--- config.mk ---
export PLATFORM = sky130hd
export DESIGN_NAME = markov_song_generator
export DESIGN_NICKNAME = d
export VERILOG_FILES = /design/src/rtl/markov_song_generator_pkg.sv /design/src/rtl/markov_song_generator_lfsr16.sv /design/src/rtl/markov_song_generator.sv
export SDC_FILE = /design/constraint.sdc
export NUM_CORES = 1
export LEC_CHECK = 0
export ABC_AREA = 1
export BUFFER_PORTS_ARGS = -buffer_cell sky130_fd_sc_hd__buf_2
export CORE_MARGIN = 2
export CORE_UTILIZATION = 60
export DETAILED_ROUTE_END_ITERATION = 10
export GPL_ROUTABILITY_DRIVEN = 0
export PLACE_DENSITY = 0.84
export SLEW_MARGIN = 10
export SYNTH_ARGS = -nofsm -noshare
export SYNTH_HDL_FRONTEND = slang
export SYNTH_SLANG_ARGS = --single-unit
--- constraint.sdc ---
create_clock -name clk -period 9.33 [get_ports clk]
set_input_delay 2.799 -clock clk [delete_from_list [all_inputs] [get_ports clk]]
set_output_delay 2.799 -clock clk [all_outputs]
set_load 0.05 [all_outputs]
--- src/rtl/markov_song_generator_pkg.sv ---
// Shared build constants, state encoding and width helpers for the Markov song generator.
package markov_song_generator_pkg;

    localparam int NOTE_BIT_LEN     = 5;
    localparam int DELAY_BIT_LEN    = 3;
    localparam int SEQUENCE_LEN     = 2;
    localparam int SEQ_CNT_BIT_LEN  = 4;
    localparam int MARKOV_CHAIN_LEN = 4;
    localparam int SONG_OUTPUT_LEN  = 8;

    localparam int EV_W  = NOTE_BIT_LEN + DELAY_BIT_LEN;
    localparam int ENT_W = SEQUENCE_LEN * EV_W + SEQ_CNT_BIT_LEN;

    localparam logic [15:0] LFSR_DEFAULT = 16'hACE1;

    typedef enum logic [2:0] {
        IDLE,
        SEED,
        SUM,
        DRAW,
        SELECT,
        EMIT,
        FINISH
    } state_e;

    function automatic int ev_width(input int note_len, input int delay_len);
        return note_len + delay_len;
    endfunction

    function automatic int ent_width(input int seq_len, input int ev_w, input int cnt_len);
        return seq_len * ev_w + cnt_len;
    endfunction

    // Keeps index registers at least one bit wide for a single-entry table.
    function automatic int idx_width(input int n);
        return (n > 1) ? $clog2(n) : 1;
    endfunction

endpackage

--- src/rtl/markov_song_generator_lfsr16.sv ---
// 16-bit Fibonacci LFSR (x^16+x^14+x^13+x^11+1), shifting right with feedback into the MSB.
module markov_lfsr16
    import markov_song_generator_pkg::*;
(
    input  logic        clk,
    input  logic        reset,
    input  logic        load,
    input  logic [15:0] seed,
    input  logic        advance,
    output logic [15:0] value
);

    logic [15:0] lfsr_q, lfsr_d;
    logic        feedback;

    always_comb begin
        feedback = lfsr_q[0] ^ lfsr_q[2] ^ lfsr_q[3] ^ lfsr_q[5];
        lfsr_d   = lfsr_q;
        // An all-zero seed would lock the register, so it maps to the default.
        if (load) begin
            lfsr_d = (seed == 16'h0000) ? LFSR_DEFAULT : seed;
        end else if (advance) begin
            lfsr_d = {feedback, lfsr_q[15:1]};
        end
    end

    always_ff @(posedge clk or negedge reset) begin
        if (!reset) begin
            lfsr_q <= LFSR_DEFAULT;
        end else begin
            lfsr_q <= lfsr_d;
        end
    end

    assign value = lfsr_q;

endmodule

--- src/rtl/markov_song_generator.sv ---
// Walks a trained Markov table, drawing each next event in proportion to its count.
// state  | meaning
// IDLE   | waiting for start
// SEED   | find first nonzero-count entry, take its context
// SUM    | total the counts of entries matching the context
// DRAW   | r = (lfsr*total)>>16, advance LFSR
// SELECT | pick the entry whose running sum first exceeds r
// EMIT   | present the event until note_ready
// FINISH | done held, error kept, restartable
module markov_song_generator
    import markov_song_generator_pkg::*;
#(
    parameter int NOTE_BIT_LEN     = markov_song_generator_pkg::NOTE_BIT_LEN,
    parameter int DELAY_BIT_LEN    = markov_song_generator_pkg::DELAY_BIT_LEN,
    parameter int SEQUENCE_LEN     = markov_song_generator_pkg::SEQUENCE_LEN,
    parameter int SEQ_CNT_BIT_LEN  = markov_song_generator_pkg::SEQ_CNT_BIT_LEN,
    parameter int MARKOV_CHAIN_LEN = markov_song_generator_pkg::MARKOV_CHAIN_LEN,
    parameter int SONG_OUTPUT_LEN  = markov_song_generator_pkg::SONG_OUTPUT_LEN
) (
    input  logic        clk,
    input  logic        reset,
    input  logic        start,
    input  logic [15:0] seed,
    input  logic [(SEQUENCE_LEN*(NOTE_BIT_LEN+DELAY_BIT_LEN)+SEQ_CNT_BIT_LEN)*MARKOV_CHAIN_LEN-1:0] markov,
    output logic [NOTE_BIT_LEN+DELAY_BIT_LEN-1:0] note_out,
    output logic        note_valid,
    input  logic        note_ready,
    output logic        done,
    output logic        error
);

    localparam int EV_W   = ev_width(NOTE_BIT_LEN, DELAY_BIT_LEN);
    localparam int ENT_W  = ent_width(SEQUENCE_LEN, EV_W, SEQ_CNT_BIT_LEN);
    localparam int CTX_W  = (SEQUENCE_LEN - 1) * EV_W;
    localparam int TOT_W  = SEQ_CNT_BIT_LEN + $clog2(MARKOV_CHAIN_LEN);
    localparam int IDX_W  = idx_width(MARKOV_CHAIN_LEN);
    localparam int EMIT_W = $clog2(SONG_OUTPUT_LEN + 1);
    localparam int PROD_W = 16 + TOT_W;

    localparam logic [IDX_W-1:0]  LAST_IDX = IDX_W'(MARKOV_CHAIN_LEN - 1);
    localparam logic [EMIT_W-1:0] SONG_END = EMIT_W'(SONG_OUTPUT_LEN);

    state_e              state_q, state_d;
    logic [IDX_W-1:0]    idx_q, idx_d;
    logic [TOT_W-1:0]    total_q, total_d;
    logic [TOT_W-1:0]    cum_q, cum_d;
    logic [TOT_W-1:0]    r_q, r_d;
    logic                found_q, found_d;
    logic [CTX_W-1:0]    ctx_q, ctx_d;
    logic [EV_W-1:0]     note_q, note_d;
    logic [EMIT_W-1:0]   emit_q, emit_d;
    logic                error_q, error_d;

    logic                lfsr_load, lfsr_adv;
    logic [15:0]         lfsr_value;

    logic [ENT_W-1:0]           ent;
    logic [SEQ_CNT_BIT_LEN-1:0] ent_cnt;
    logic [CTX_W-1:0]           ent_ctx;
    logic [EV_W-1:0]            ent_succ;
    logic                       ent_match;
    logic [TOT_W-1:0]           ent_add;
    logic [TOT_W-1:0]           sum_next;
    logic [TOT_W-1:0]           cum_next;
    logic [PROD_W-1:0]          prod;
    logic [TOT_W-1:0]           r_draw;

    markov_lfsr16 u_lfsr (
        .clk     (clk),
        .reset   (reset),
        .load    (lfsr_load),
        .seed    (seed),
        .advance (lfsr_adv),
        .value   (lfsr_value)
    );

    // Entry layout, LSB first: count, context events (oldest lowest), successor.
    assign ent       = markov[int'(idx_q)*ENT_W +: ENT_W];
    assign ent_cnt   = ent[SEQ_CNT_BIT_LEN-1:0];
    assign ent_ctx   = ent[SEQ_CNT_BIT_LEN +: CTX_W];
    assign ent_succ  = ent[SEQ_CNT_BIT_LEN+CTX_W +: EV_W];
    assign ent_match = (ent_ctx == ctx_q);
    assign ent_add   = ent_match ? TOT_W'(ent_cnt) : '0;
    assign sum_next  = total_q + ent_add;
    assign cum_next  = cum_q + ent_add;

    // Scaling by total keeps r strictly below total without a divider.
    assign prod   = PROD_W'(lfsr_value) * PROD_W'(total_q);
    assign r_draw = TOT_W'(prod >> 16);

    always_comb begin
        state_d   = state_q;
        idx_d     = idx_q;
        total_d   = total_q;
        cum_d     = cum_q;
        r_d       = r_q;
        found_d   = found_q;
        ctx_d     = ctx_q;
        note_d    = note_q;
        emit_d    = emit_q;
        error_d   = error_q;
        lfsr_load = 1'b0;
        lfsr_adv  = 1'b0;

        case (state_q)
            IDLE, FINISH: begin
                if (start) begin
                    lfsr_load = 1'b1;
                    emit_d    = '0;
                    error_d   = 1'b0;
                    idx_d     = '0;
                    state_d   = SEED;
                end
            end
            SEED: begin
                if (ent_cnt != '0) begin
                    ctx_d   = ent_ctx;
                    idx_d   = '0;
                    total_d = '0;
                    state_d = SUM;
                end else if (idx_q == LAST_IDX) begin
                    error_d = 1'b1;
                    state_d = FINISH;
                end else begin
                    idx_d = idx_q + 1'b1;
                end
            end
            SUM: begin
                total_d = sum_next;
                if (idx_q == LAST_IDX) begin
                    idx_d   = '0;
                    state_d = (sum_next == '0) ? SEED : DRAW;
                end else begin
                    idx_d = idx_q + 1'b1;
                end
            end
            DRAW: begin
                r_d      = r_draw;
                lfsr_adv = 1'b1;
                idx_d    = '0;
                cum_d    = '0;
                found_d  = 1'b0;
                state_d  = SELECT;
            end
            SELECT: begin
                // Full scan regardless of the hit keeps the emit latency fixed.
                cum_d = cum_next;
                if (ent_match && !found_q && (cum_next > r_q)) begin
                    note_d  = ent_succ;
                    found_d = 1'b1;
                end
                if (idx_q == LAST_IDX) begin
                    idx_d   = '0;
                    state_d = EMIT;
                end else begin
                    idx_d = idx_q + 1'b1;
                end
            end
            EMIT: begin
                if (note_ready) begin
                    ctx_d   = (ctx_q >> EV_W) | (CTX_W'(note_q) << (CTX_W - EV_W));
                    emit_d  = emit_q + 1'b1;
                    idx_d   = '0;
                    total_d = '0;
                    state_d = (emit_d == SONG_END) ? FINISH : SUM;
                end
            end
            default: state_d = IDLE;
        endcase
    end

    always_ff @(posedge clk or negedge reset) begin
        if (!reset) begin
            state_q <= IDLE;
            idx_q   <= '0;
            total_q <= '0;
            cum_q   <= '0;
            r_q     <= '0;
            found_q <= 1'b0;
            ctx_q   <= '0;
            note_q  <= '0;
            emit_q  <= '0;
            error_q <= 1'b0;
        end else begin
            state_q <= state_d;
            idx_q   <= idx_d;
            total_q <= total_d;
            cum_q   <= cum_d;
            r_q     <= r_d;
            found_q <= found_d;
            ctx_q   <= ctx_d;
            note_q  <= note_d;
            emit_q  <= emit_d;
            error_q <= error_d;
        end
    end

    assign note_out   = note_q;
    assign note_valid = (state_q == EMIT);
    assign done       = (state_q == FINISH);
    assign error      = error_q;

endmodule

==> run metrics <==
core area=~11,000 sq um; M1 WL=roughly 7000 microns; Critical Path Start Type=primary input; Starting Density=61.00%; fraction of registers with async set/reset=100.0%; max_slew headroom=between 40% and 50%; Synth area leader=dfrtp_1; Cell Pwr Density=approximately 180 nW/um^2; status=completed; Via Count=around 6.6k; Design Area, Final=between 7000 and 8000 sq um; top cells by count, synth=nand2_1 (285), inv_1 (207), o21ai_0 (70), nor2_1 (59), fa_1 (58); # IOs=between 100 and 150; register area=1536 sq um; DR DRC count=0; maximum vdd drop=between 0.1 and 0.15 mV; share of cells above drive strength 1=around 14%; clock skew=approximately 0.009 ns; post-synthesis mux area share=between 1 and 1.5%; Worst Hold Class=flip-flop to flip-flop; XOR/XNOR Fraction of Synth Area=under 10%; TritonCTS clock tree=built; Mapped Nets=1,197; Seq/Total Area, Yosys=~22%; Reg clk slew, reported paths=around 0.060 ns; clock network fraction of total power=approximately 25%; internal cell power=approximately 770 uW; ANT nets after route=0; Slowest cell on crit path=nand4_1; area of the multi-input gates=between 4000 and 5000 sq um; Bufs and invs on worst path=3; Row Count=39; Die Span Y=~110 microns; flops & latches, synth=~60; yosys warns=0; Yosys cell types=44; initial DRC count=a little under 500; Setup crit end kind=flip-flop; CP most frequent cell=nand2_1; RSZ-0062 raised after global routing=false; area delta synth->final=12.68%; # diodes=0; largest net degree at the start of global routing=62; grt ovf=0; Sw Ratio=between 40 and 50%; Final setup viols=0; Fmax=around 0.16 GHz; predominant post-synthesis flop cell=dfrtp_1; final hold violation count=0; Post-Place Setup Slack=2.759 ns; clock sink count=61; Worst Path Max Fanout=9; Num CTS Buffers=9; Sw Pwr=617.0 uW; hold buffers post-CTS=0; Final TNS setup=0 ns; Clk Tree Root Cell=clkbuf_16; mean post-synth cell area=6.926 sq um; static leakage=between 4 and 5 nW; Logic pwr share=40.7%; number of port buffers=110; first-pass GRT wire length=30,370 microns; dominant cells by area after synthesis=dfrtp_1 (19%), fa_1 (17%), nand2_1 (15%); vias in the first global route=between 6k and 7k; Max Root-Sink Buffers=2; Setup CP Type=primary input to flip-flop; worst-skew pair later-pin latency=0.34 ns; Resized Gates After CTS=0; Tcrit/Tclk final=66.74%; Worst path top cell family by delay=simple AND/OR/NAND/NOR gates; initial antenna violation count=0; compound-cell area share of the yosys netlist=a little under an eighth; Worst path max stage delay=approximately 0.51 ns; Final WS setup=~3.1 ns; Area after DPL=around 7500 sq um; drt via density=5.373; final period demand of the worst path=6.227 ns; CP required=about 9.6 ns; largest family of logic cells by synthesized area=simple AND/OR/NAND/NOR gates; HPWL after DPL=roughly 13,000 microns; CP arrival=between 6 and 7 ns; Routed WL=around 17,000 microns; worst-margin pin slew=0.8385 ns; Mapped Cells=between 900 and 1k; DR WL met3=between 1000 and 1500 microns; Highest Signal Layer=met4; Post-synth EDFFs=0; Synth Area in Adders=between 20% and 30%; DR WL/cell=between 10 and 15 microns; Total GRT Usage=a little under a third; postcts setup bufs=0; Die X=about 110 microns; nets@finish=~1.3k; DR pass1 iterations=7; Seq pwr share=between 30% and 40%; die footprint=~12,000 sq um; total power=1.383 mW; Synth Cell Area=between 6000 and 7000 sq um; count leader, synth=nand2_1; top-area cell type share of the netlist area=between 10% and 20%; met2 WL=8909 microns; fillcell total=936; max-cap viol count=0; area fraction in and, or, nand and nor cells after synthesis=roughly a quarter; Clock H-tree levels=3; fin util=between 60 and 70%; fin. max-slew vios=0
final cells by class:
| cell class | instances | area share [%] |
|---|---|---|
| flip-flops and latches | 61 | 19.75 |
| clock buffers | 11 | 3.248 |
| inverters | 209 | 10.08 |
| clock inverters | 5 | 0.7236 |
| repair buffers | 115 | 7.557 |
| multi-input cells | 681 | 56.34 |
| well taps | 143 | 2.299 |
worst reg2reg max path: cells and delay by family (launching register included):
kind | cells | cell delay, ns
simple gates | 19 | 2.37
buf+inv | 5 | 0.92
flops | 1 | 0.36
mux | 1 | 0.33
compound gates | 2 | 0.20
fa+ha+maj | 2 | 0.58
through the flow:
step           std cells  hold slack [ns]
2_1_floorplan        997           0.4491
3_3_place_gp        1209           0.4625
3_5_place_dp        1209           0.4681
4_1_cts             1225           0.4833
5_1_grt             1225           0.5135
6_report            1225           0.4821
registers in the layout (all words and copies together), names as in the netlist, 3 cells and up:
name	cells
u_lfsr.value	16
ctx_q	8
note_out	8
cum_q	6
r_q	6
total_q	6
emit_q	4
state_q	3
power groups by stage:
stage | clock network (mW) | logic [mW] | registers, mW
2_1_floorplan | 0 | 0.478 | 0.394
3_3_place_gp | 0 | 0.541 | 0.465
3_5_place_dp | 0 | 0.556 | 0.469
4_1_cts | 0.355 | 0.561 | 0.465
5_1_grt | 0.368 | 0.644 | 0.479
6_report | 0.352 | 0.563 | 0.468
routing by layer:
layer / up-vias / global-route usage (%)
li1: 3238 / -
met2: 208 / 53.13
met5: - / 0
met3: 41 / 5.850
met1: 3095 / 37.36
met4: 0 / 9.053
final timing paths:
| check | from | slack, ns | to | cells past startpoint |
|---|---|---|---|---|
| worst min register to register | r_q[2] | 0.48 | r_q[2] | 2 |
| worst max-delay path | markov[28] | 3.10 | note_out[4] | 27 |
| worst max register to register | idx_q[0] | 4.45 | note_out[4] | 29 |
| min in group asynchronous | reset | 2.64 | ctx_q[0] | 2 |
| max in group asynchronous | reset | 6.15 | u_lfsr.value[8] | 2 |
| worst min-delay path | r_q[2] | 0.48 | r_q[2] | 2 |
cell usage in the layout (no fill, tap or decap), types with 2 or more instances in the layout:
| master | count |
|---|---|
| a21oi_1 | 28 |
| a22o_1 | 2 |
| a31oi_1 | 9 |
| buf_2 | 110 |
| buf_4 | 5 |
| clkbuf_16 | 9 |
| clkbuf_8 | 2 |
| clkinv_2 | 2 |
| dfrtp_1 | 53 |
| dfstp_2 | 8 |
| fa_1 | 58 |
| ha_1 | 42 |
| inv_1 | 207 |
| inv_2 | 2 |
| mux2i_1 | 8 |
| nand2_1 | 285 |
| nand3_1 | 43 |
| nand3b_1 | 2 |
| nand4_1 | 8 |
| nor2_1 | 59 |
| nor2_4 | 2 |
| nor3_1 | 14 |
| o21ai_0 | 70 |
| o21ai_1 | 2 |
| o21ai_2 | 2 |
| o21bai_1 | 3 |
| o22ai_1 | 15 |
| o31ai_1 | 2 |
| or2_2 | 2 |
| xnor2_1 | 5 |
| xor2_1 | 6 |
cells by family after synthesis:
| group | count (synthesis) |
|---|---|
| AO/OA/AOI/OAI | 141 |
| XOR/XNOR | 11 |
| adder cells (fa/ha/maj) | 100 |
| buffers and inverters | 255 |
| flip-flops | 61 |
| multiplexers | 8 |
| AND/OR/NAND/NOR | 421 |
Power figures use the tool's default switching activity.
